==> config.mk <==
export PLATFORM = sky130hd
export DESIGN_NAME = adder_arbiter_flat
export DESIGN_NICKNAME = d
export VERILOG_FILES = /design/src/rtl/adder_arbiter_if.sv /design/src/rtl/adder_arbiter.sv /design/src/flat_wrapper.sv
export SDC_FILE = /design/constraint.sdc
export NUM_CORES = 1
export LEC_CHECK = 0
export ABC_AREA = 1
export CAP_MARGIN = 25
export CORE_ASPECT_RATIO = 1.75
export CORE_MARGIN = 2
export CORE_UTILIZATION = 34
export DETAILED_ROUTE_END_ITERATION = 10
export GPL_ROUTABILITY_DRIVEN = 0
export PLACE_DENSITY = 0.82
export SLEW_MARGIN = 20
export SYNTH_ARGS = -nofsm -noshare
export SYNTH_HDL_FRONTEND = slang
export SYNTH_SLANG_ARGS = --single-unit
==> constraint.sdc <==
create_clock -name clk -period 4 [get_ports clk]
set_input_delay 1.2 -clock clk [delete_from_list [all_inputs] [get_ports clk]]
set_output_delay 1.2 -clock clk [all_outputs]
set_load 0.02 [all_outputs]
==> src/rtl/adder_arbiter_if.sv <==
// Bundle of the requester, shared-adder and response signals of adder_arbiter.
// The slave modport is the arbiter's view; the master modport is the view of
// the surrounding datapath (requesters, response consumer and the adder).
interface adder_arbiter_if #(
  parameter int unsigned W    = 16,
  parameter int unsigned NREQ = 4,
  parameter int unsigned IDW  = 2
);

  // Requester side: one valid/ready pair per requester, operands flattened
  logic [NREQ-1:0]   req_valid;
  logic [NREQ*W-1:0] req_a;
  logic [NREQ*W-1:0] req_b;
  logic [NREQ-1:0]   req_ready;

  // Shared combinational adder
  logic [W-1:0]      add_a;
  logic [W-1:0]      add_b;
  logic [W-1:0]      add_y;

  // Response slot
  logic              rsp_valid;
  logic [W-1:0]      rsp_data;
  logic [IDW-1:0]    rsp_id;
  logic              rsp_ready;

  // Activity indication
  logic              busy;

  modport slave (
    input  req_valid,
    input  req_a,
    input  req_b,
    output req_ready,
    output add_a,
    output add_b,
    input  add_y,
    output rsp_valid,
    output rsp_data,
    output rsp_id,
    input  rsp_ready,
    output busy
  );

  modport master (
    output req_valid,
    output req_a,
    output req_b,
    input  req_ready,
    input  add_a,
    input  add_b,
    output add_y,
    input  rsp_valid,
    input  rsp_data,
    input  rsp_id,
    output rsp_ready,
    input  busy
  );

endinterface

==> src/rtl/adder_arbiter.sv <==
// adder_arbiter: shares one external W-bit combinational adder among NREQ
// requesters. A round-robin scan starting at rr_ptr picks one valid requester
// whenever the single response slot is free (empty, or being drained in the
// same cycle), routes its operands to the adder and captures the returned sum
// into the registered response slot tagged with the requester index.
module adder_arbiter #(
  parameter int unsigned W    = 16,
  parameter int unsigned NREQ = 4,
  parameter int unsigned IDW  = 2
) (
  input  logic           clk,
  input  logic           rst_n,
  adder_arbiter_if.slave bus
);

  // Index arithmetic modulo NREQ. Both base and offset are below NREQ, so a
  // single conditional subtraction is enough and non-power-of-two NREQ never
  // yields an index >= NREQ.
  function automatic logic [IDW-1:0] wrap_add(input logic [IDW-1:0] base,
                                              input int unsigned    off);
    int unsigned sum;
    sum = 32'(base) + off;
    if (sum >= NREQ) begin
      sum = sum - NREQ;
    end else begin
      sum = sum;
    end
    return sum[IDW-1:0];
  endfunction

  // Registered state
  logic           rsp_valid_q, rsp_valid_d;
  logic [W-1:0]   rsp_data_q,  rsp_data_d;
  logic [IDW-1:0] rsp_id_q,    rsp_id_d;
  logic [IDW-1:0] rr_ptr_q,    rr_ptr_d;

  // Combinational arbitration results
  logic            slot_free_s;
  logic            grant_found_s;
  logic [IDW-1:0]  grant_idx_s;
  logic [NREQ-1:0] req_ready_s;
  logic [W-1:0]    add_a_s;
  logic [W-1:0]    add_b_s;

  // Round-robin scan from rr_ptr; the first valid requester wins while the slot is free
  always_comb begin
    slot_free_s   = !rsp_valid_q || bus.rsp_ready;
    grant_found_s = 1'b0;
    grant_idx_s   = '0;
    if (slot_free_s) begin
      for (int unsigned k = 0; k < NREQ; k++) begin
        if (!grant_found_s && bus.req_valid[wrap_add(rr_ptr_q, k)]) begin
          grant_found_s = 1'b1;
          grant_idx_s   = wrap_add(rr_ptr_q, k);
        end else begin
          grant_found_s = grant_found_s;
        end
      end
    end else begin
      grant_found_s = 1'b0;
    end
  end

  // One-hot ready and operand routing for the granted requester; zeros when idle
  always_comb begin
    req_ready_s = '0;
    add_a_s     = '0;
    add_b_s     = '0;
    if (grant_found_s) begin
      req_ready_s[grant_idx_s] = 1'b1;
      add_a_s = bus.req_a[grant_idx_s*W +: W];
      add_b_s = bus.req_b[grant_idx_s*W +: W];
    end else begin
      req_ready_s = '0;
    end
  end

  // Next state of the response slot and the round-robin pointer
  always_comb begin
    rsp_valid_d = rsp_valid_q;
    rsp_data_d  = rsp_data_q;
    rsp_id_d    = rsp_id_q;
    rr_ptr_d    = rr_ptr_q;
    if (grant_found_s) begin
      // A grant always completes a handshake: the winner is valid by construction
      rsp_valid_d = 1'b1;
      rsp_data_d  = bus.add_y;
      rsp_id_d    = grant_idx_s;
      rr_ptr_d    = wrap_add(grant_idx_s, 32'd1);
    end else if (rsp_valid_q && bus.rsp_ready) begin
      // Drain with nothing to refill: data and id keep their last values
      rsp_valid_d = 1'b0;
    end else begin
      rsp_valid_d = rsp_valid_q;
    end
  end

  // Response slot and pointer registers, cleared asynchronously
  always_ff @(posedge clk or negedge rst_n) begin
    if (!rst_n) begin
      rsp_valid_q <= 1'b0;
      rsp_data_q  <= '0;
      rsp_id_q    <= '0;
      rr_ptr_q    <= '0;
    end else begin
      rsp_valid_q <= rsp_valid_d;
      rsp_data_q  <= rsp_data_d;
      rsp_id_q    <= rsp_id_d;
      rr_ptr_q    <= rr_ptr_d;
    end
  end

  assign bus.req_ready = req_ready_s;
  assign bus.add_a     = add_a_s;
  assign bus.add_b     = add_b_s;
  assign bus.rsp_valid = rsp_valid_q;
  assign bus.rsp_data  = rsp_data_q;
  assign bus.rsp_id    = rsp_id_q;
  assign bus.busy      = rsp_valid_q || (|bus.req_valid);

endmodule

==> src/flat_wrapper.sv <==
// flat-port wrapper written by rule: the top's interface ports become plain ports
module adder_arbiter_flat 
#(
  parameter int unsigned W    = 16,
  parameter int unsigned NREQ = 4,
  parameter int unsigned IDW  = 2
)
  (clk, rst_n, bus_req_valid, bus_req_a, bus_req_b, bus_req_ready, bus_add_a, bus_add_b, bus_add_y, bus_rsp_valid, bus_rsp_data, bus_rsp_id, bus_rsp_ready, bus_busy);
  adder_arbiter_if #(.W(W), .NREQ(NREQ), .IDW(IDW)) bus_i ();
  input  logic clk;
  input  logic rst_n;
  input wire logic [$bits(bus_i.req_valid)-1:0] bus_req_valid;
  input wire logic [$bits(bus_i.req_a)-1:0] bus_req_a;
  input wire logic [$bits(bus_i.req_b)-1:0] bus_req_b;
  output wire logic [$bits(bus_i.req_ready)-1:0] bus_req_ready;
  output wire logic [$bits(bus_i.add_a)-1:0] bus_add_a;
  output wire logic [$bits(bus_i.add_b)-1:0] bus_add_b;
  input wire logic [$bits(bus_i.add_y)-1:0] bus_add_y;
  output wire logic [$bits(bus_i.rsp_valid)-1:0] bus_rsp_valid;
  output wire logic [$bits(bus_i.rsp_data)-1:0] bus_rsp_data;
  output wire logic [$bits(bus_i.rsp_id)-1:0] bus_rsp_id;
  input wire logic [$bits(bus_i.rsp_ready)-1:0] bus_rsp_ready;
  output wire logic [$bits(bus_i.busy)-1:0] bus_busy;
  assign bus_i.req_valid = bus_req_valid;
  assign bus_i.req_a = bus_req_a;
  assign bus_i.req_b = bus_req_b;
  assign bus_req_ready = bus_i.req_ready;
  assign bus_add_a = bus_i.add_a;
  assign bus_add_b = bus_i.add_b;
  assign bus_i.add_y = bus_add_y;
  assign bus_rsp_valid = bus_i.rsp_valid;
  assign bus_rsp_data = bus_i.rsp_data;
  assign bus_rsp_id = bus_i.rsp_id;
  assign bus_i.rsp_ready = bus_rsp_ready;
  assign bus_busy = bus_i.busy;
  adder_arbiter #(.W(W), .NREQ(NREQ), .IDW(IDW)) u_core (.clk(clk), .rst_n(rst_n), .bus(bus_i));
endmodule
==> impl_metrics.toml, run 1 <==
[power]
clock_power_share_pct = 5.2
power_per_cell_area_nw_per_um2 = 699
pwr-share-comb_pct = 87.2
p_leak_uw = 0.00291
pwr-share-seq_pct = 7.5
p_int_uw = 2000
switching_share_pct = 50.2
vdd_ir_drop_max_uv = 511
p_sw_uw = 2020

[timing]
tightest_slew_ns = 0.324
tns_ns = -0.0449
min_period_ns = 4.02
slew_violations = 0
rsz0062_at_grt = "yes"
period_share_pct = 101
setup_violations = 5
finClkSkew_ns = 0.00171
fmax_mhz = 249
setup_slack_ns = -0.0207
hold_viol_final = 0
relSlewSlack_pct = 78.4
whs_ns = 0.468

[cts]
cts-root-buf = "clkbuf_16"
tritoncts = "yes"
numCtsBuffers = 3
clk_latency_ns = 0.25
numClockSinks = 21
cts_buffer_depth = 2
path_clk_slew_ns = 0.06
htree_levels = 1

[floorplanning]
coreArea_um2 = 7510
die-area_um2 = 8460
die_h_um = 120
start_util_pct = 34.9
ios = 207
rows = 42
die_w_um = 70.4

[setup_path]
critPathRequiredTime_ns = 2.80
r2r-end = "u_core.rr_ptr_q[1]"
startpoint_type = "input port"
r2r_start = "u_core.rr_ptr_q[0]"
r2r_cells = 15
path_class = "in2out"
rrSetupSlack_ns = 1.63
crit_arrival_ns = 2.82
cp-end-kind = "primary output"
cp_max_fo = 4

[synthesis]
synth.area.top_cells = "nand2_1 (45%), dfrtp_1 (20%), nand4_1 (15%), buf_4 (4.0%), buf_2 (2.3%)"
ys.flop_type = "dfrtp_1"
async_flop_share_pct = 100
seq_area_frac_synth_pct = 20.0
synth_edf_count = 0
avgSynthCellArea_um2 = 5.41
yosysTopAreaCell = "nand2_1"
ys_ff_latch = 21
synth_most_common_cell = "nand2_1"
synth_common_cells = "nand2_1 (313), nand4_1 (64), dfrtp_1 (21)"
syn_nets = 640
ys_types = 22
yosys_warnings = 0
synth_top_area_share_pct = 44.8
syn-cell-area_um2 = 2620
synth_cells = 485

[routing]
post-route-drc-count = 0
ant_nets = 0
vias = 4356
drt_first_iter_violations = 283
drtPass1Iterations = 5
wl_per_cell_um = 17.1
vias_per_cell = 5.44
routed_wl_um = 13700

[min_path]
hold_path.class = "reg2reg"
whs_endpoint = "u_core.bus.rsp_data[10]"
worstHoldStart = "u_core.bus.rsp_data[10]"
hold_path_depth = 2

[finish]
drive_above_1_share_pct = 25.5
utilization_pct = 76.5
num_antenna_cells = 0
fin_cells = 801
final_nets = 869
synthToLayoutAreaGrowth_pct = 119
nFillCells = 527

[global_routing]
grt_overflow = 0
first_global_vias = 4261
grt_pass1_wl_um = 19600
antenna_found_initial = 0
grt_usage_pct = 28.2
grt_start_max_net_pins = 34

[place]
post-place-cells = 767
dp_hpwl_um = 8450
preCtsSetupSlack_ns = -0.872
port_buffers = 206

[status]
violations = "negative setup slack"
outcome = "finished with violations"

[flow_run]
maxCapViolations = 0
## repair_timing
| action | in CTS | in global routing |
|---|---|---|
| gates cloned | 7 | 4 |
| buffers inserted | 18 | 5 |
| hold buffers | 0 | 0 |
| gates resized for setup | 252 | 92 |
| setup endpoints to repair | 37 | 36 |
| pin swaps | 28 | 40 |
## registers in the layout, indices dropped and copies added, names as in the netlist
register and flops:
u_core.bus.rsp_valid 1, u_core.bus.rsp_data 16, u_core.rr_ptr_q 2, u_core.bus.rsp_id 2
## worst max-delay path: stages
cell and delay, ns:
buf_8 0.10, inv_2 0.05, nand2_2 0.08, nand3_2 0.13, nand2_2 0.10, inv_2 0.10
nand2_2 0.07, nand2_4 0.08, nand3_4 0.09, buf_12 0.14, buf_12 0.13, inv_2 0.07
ha_2 0.18, inv_1 0.05, nor2_1 0.10, buf_4 0.15
## placed cells by master (no fill, tap or decap), types with 2 or more instances in the layout
cell type / instances
inv_2: 8
nor2_4: 3
ha_4: 2
nand2_2: 45
nand3_4: 4
o21ai_0: 2
nand4_1: 64
clkbuf_16: 7
buf_16: 3
buf_8: 6
buf_12: 15
nor2_1: 3
nand3_2: 4
dfrtp_1: 20
inv_1: 8
inv_4: 4
clkdlybuf4s50_1: 165
buf_6: 34
buf_4: 34
nand2_1: 266
nand2_4: 4
## power by group through the flow
stage	clock network [uW]	logic [uW]	registers, uW
floorplan	0	1570	308
global placement	0	2540	289
detailed placement	0	2590	291
CTS	212	3160	296
global route	221	3710	306
finish	210	3500	303
## how the worst max path moves through the flow
stage | startpoint | cells past startpoint | to
5_1_grt | bus_req_valid[0] | 17 | bus_add_a[9]
3_5_place_dp | bus_req_valid[2] | 14 | bus_req_ready[2]
6_report | bus_req_valid[0] | 16 | bus_req_ready[3]
4_1_cts | bus_req_valid[0] | 17 | bus_add_b[3]
2_1_floorplan | bus_req_valid[3] | 13 | bus_req_ready[2]
3_3_place_gp | bus_req_valid[0] | 14 | bus_req_ready[2]
## routing by layer
layer	share of wire, %	GRT usage [%]	vias up
met5	0	0	-
met4	3.3	9.50	0
met3	8.5	4.83	52
met2	55	53.7	288
met1	33	30.7	2011
li1	-	-	2005
## final cells by class
cell class,count,area (um^2),share of cell area [%]
Clock inverter,1,5.00,0.0871
Sequential cell,21,527,9.16
Timing Repair Buffer,263,2900,50.5
Inverter,21,101,1.76
Tap cell,88,110,1.92
Multi-Input combinational cell,404,2030,35.2
Clock buffer,3,75.1,1.31
## logic make-up (layout without fill, tap and decap cells)
group / Yosys count / count (layout) / share of synthesized area, %
and+or+nand+nor: 395 / 395 / 64.0
AOI/OAI and AO/OA: 5 / 5 / 1.38
DFF: 21 / 21 / 20.0
buffers and inverters: 60 / 288 / 12.7
adders and majority gates: 4 / 4 / 1.91
## per-stage QoR
| stage | power, uW | cell area, um^2 |
|---|---|---|
| 6_report | 4020 | 5750 |
| 5_1_grt | 4240 | 5750 |
| 4_1_cts | 3670 | 5400 |
| 3_5_place_dp | 2880 | 4870 |
| 3_3_place_gp | 2830 | 4870 |
| 2_1_floorplan | 1870 | 2620 |
No activity file was read; power rests on OpenSTA's default activity.
==> inputs of run 2 (changes only) <==
--- a/config.mk
+++ b/config.mk
@@ -10,6 +10,7 @@
 export CORE_ASPECT_RATIO = 1.75
 export CORE_MARGIN = 2
 export CORE_UTILIZATION = 34
+export CTS_CLUSTER_SIZE = 20
 export DETAILED_ROUTE_END_ITERATION = 10
 export GPL_ROUTABILITY_DRIVEN = 0
 export PLACE_DENSITY = 0.82
==> results of run 2 <==
Final layout, timing and power as in run 1 (identical DEF).
==> inputs of run 3 (changes only) <==
--- a/config.mk
+++ b/config.mk
@@ -14,6 +14,7 @@
 export DETAILED_ROUTE_END_ITERATION = 10
 export GPL_ROUTABILITY_DRIVEN = 0
 export PLACE_DENSITY = 0.82
+export SETUP_SLACK_MARGIN = 0.05
 export SLEW_MARGIN = 20
 export SYNTH_ARGS = -nofsm -noshare
 export SYNTH_HDL_FRONTEND = slang
==> impl_metrics.toml, run 3 (synthesized netlist as in run 1, its figures left out) <==
[routing]
drtPass1Iterations = 5
vias = 4320
vias_per_cell = 5.39
routed_wl_um = 13600
drt_first_iter_violations = 244
ant_nets = 0
wl_per_cell_um = 17.0
post-route-drc-count = 0

[floorplanning]
ios = 207
coreArea_um2 = 7510
start_util_pct = 34.9
rows = 42
die_w_um = 70.4
die-area_um2 = 8460
die_h_um = 120

[global_routing]
grt_pass1_wl_um = 20000
grt_overflow = 0
grt_usage_pct = 28.8
met3_usage_pct = 4.92
antenna_found_initial = 0
gr-max-usage-layer = "met2"
grt.met2_usage_pct = 53.9
first_global_vias = 4317
grt_util_met1_pct = 30.9
grt_start_max_net_pins = 34

[timing]
tightest_slew_ns = 0.394
setup_violations = 13
hold_viol_final = 0
whs_ns = 0.469
relSlewSlack_pct = 73.4
finClkSkew_ns = 0.00170
rsz0062_at_grt = "yes"
min_period_ns = 4.05
tns_ns = -0.255
fmax_mhz = 247
period_share_pct = 101
slew_violations = 0
setup_slack_ns = -0.0538

[power]
vdd_ir_drop_max_uv = 501
p_leak_uw = 0.00297
p_total_uw = 4240
power_per_cell_area_nw_per_um2 = 722

[cts]
cts_buffer_depth = 2
tritoncts = "yes"
numCtsBuffers = 3
cts-root-buf = "clkbuf_16"
htree_levels = 1
hold_buffers = 0
path_clk_slew_ns = 0.06
numClockSinks = 21
clk_latency_ns = 0.25

[setup_path]
critPathRequiredTime_ns = 2.80
rrSetupSlack_ns = 1.70
crit_arrival_ns = 2.85
path_class = "in2out"
startpoint_type = "input port"
cp-end-kind = "primary output"
cp_max_fo = 7

[finish]
synthToLayoutAreaGrowth_pct = 124
layout_common_cells = "nand2_1 (240), clkdlybuf4s50_1 (165), nand4_1 (64), nand2_2 (63), buf_6 (34)"
drive_above_1_share_pct = 29.3
mostFrequentLayoutCell = "nand2_1"
final_nets = 870
largest_reg_flops = 16
nFillCells = 517
final_cell_area_um2 = 5880
num_antenna_cells = 0

[place]
dp_hpwl_um = 8450
port_buffers = 206
dpl_cell_area_um2 = 4870

[flow_run]
maxCapViolations = 0

[min_path]
hold_path.class = "reg2reg"

[status]
violations = "negative setup slack"
outcome = "finished with violations"
-- run 3: final cells by class --
type	instances	area, um^2	share of cell area [%]
sequential	21	527	8.96
clock buffer	3	75.1	1.28
inverter	21	101	1.72
clock inverter	1	5.00	0.0851
timing repair buffer	264	2930	49.8
tap	88	110	1.87
multi-input combinational	404	2130	36.3
-- run 3: timing repair --
item,in CTS,in global routing
setup buffers,18,3
pin swaps,42,32
endpoints found under the setup margin,37,36
cloned,8,3
resized for setup,290,80
-- run 3: per-layer routing --
layer / share of wire [%] / wire, um
met1: 35 / 4710
met2: 53 / 7290
met3: 8.3 / 1120
met4: 3.6 / 495
met5: 0 / 0
-- run 3: worst max-delay path, stage by stage --
cell	delay (ns)
buf_6	0.10
inv_2	0.04
nand2_2	0.07
nand3_2	0.12
nand2_2	0.10
inv_2	0.10
nand2_2	0.08
nand2_4	0.08
nand3_4	0.08
buf_12	0.14
buf_12	0.13
buf_16	0.13
buf_8	0.13
nand2_2	0.05
nand2_1	0.04
nand2_1	0.07
nand2_1	0.06
buf_6	0.13
-- run 3: worst paths after layout --
| check | from | to | depth (start not counted) |
|---|---|---|---|
| hold reg to reg | u_core.bus.rsp_data[1] | u_core.bus.rsp_data[1] | 2 |
| setup reg to reg | u_core.rr_ptr_q[0] | u_core.rr_ptr_q[1] | 15 |
| setup / recovery | bus_req_valid[1] | bus_add_b[3] | 18 |
| min in group asynchronous | rst_n | u_core.bus.rsp_data[5] | 1 |
| max in group asynchronous | rst_n | u_core.rr_ptr_q[0] | 2 |
| hold / removal | u_core.bus.rsp_data[1] | u_core.bus.rsp_data[1] | 2 |
-- run 3: report_power, final --
| group | internal, uW | switching, uW | total [uW] |
|---|---|---|---|
| Clock | 134 | 76.3 | 210 |
| Combinational | 1750 | 1980 | 3730 |
| Sequential | 251 | 53.0 | 304 |
-- run 3: metrics by stage --
stage,cells,setup WS [ns],utilization [%]
3_5_place_dp,767,-0.872,64.8
6_report,802,-0.0538,78.2
5_1_grt,802,-0.119,78.2
3_3_place_gp,767,-0.724,64.8
4_1_cts,797,0.00107,74.2
2_1_floorplan,485,0.210,-
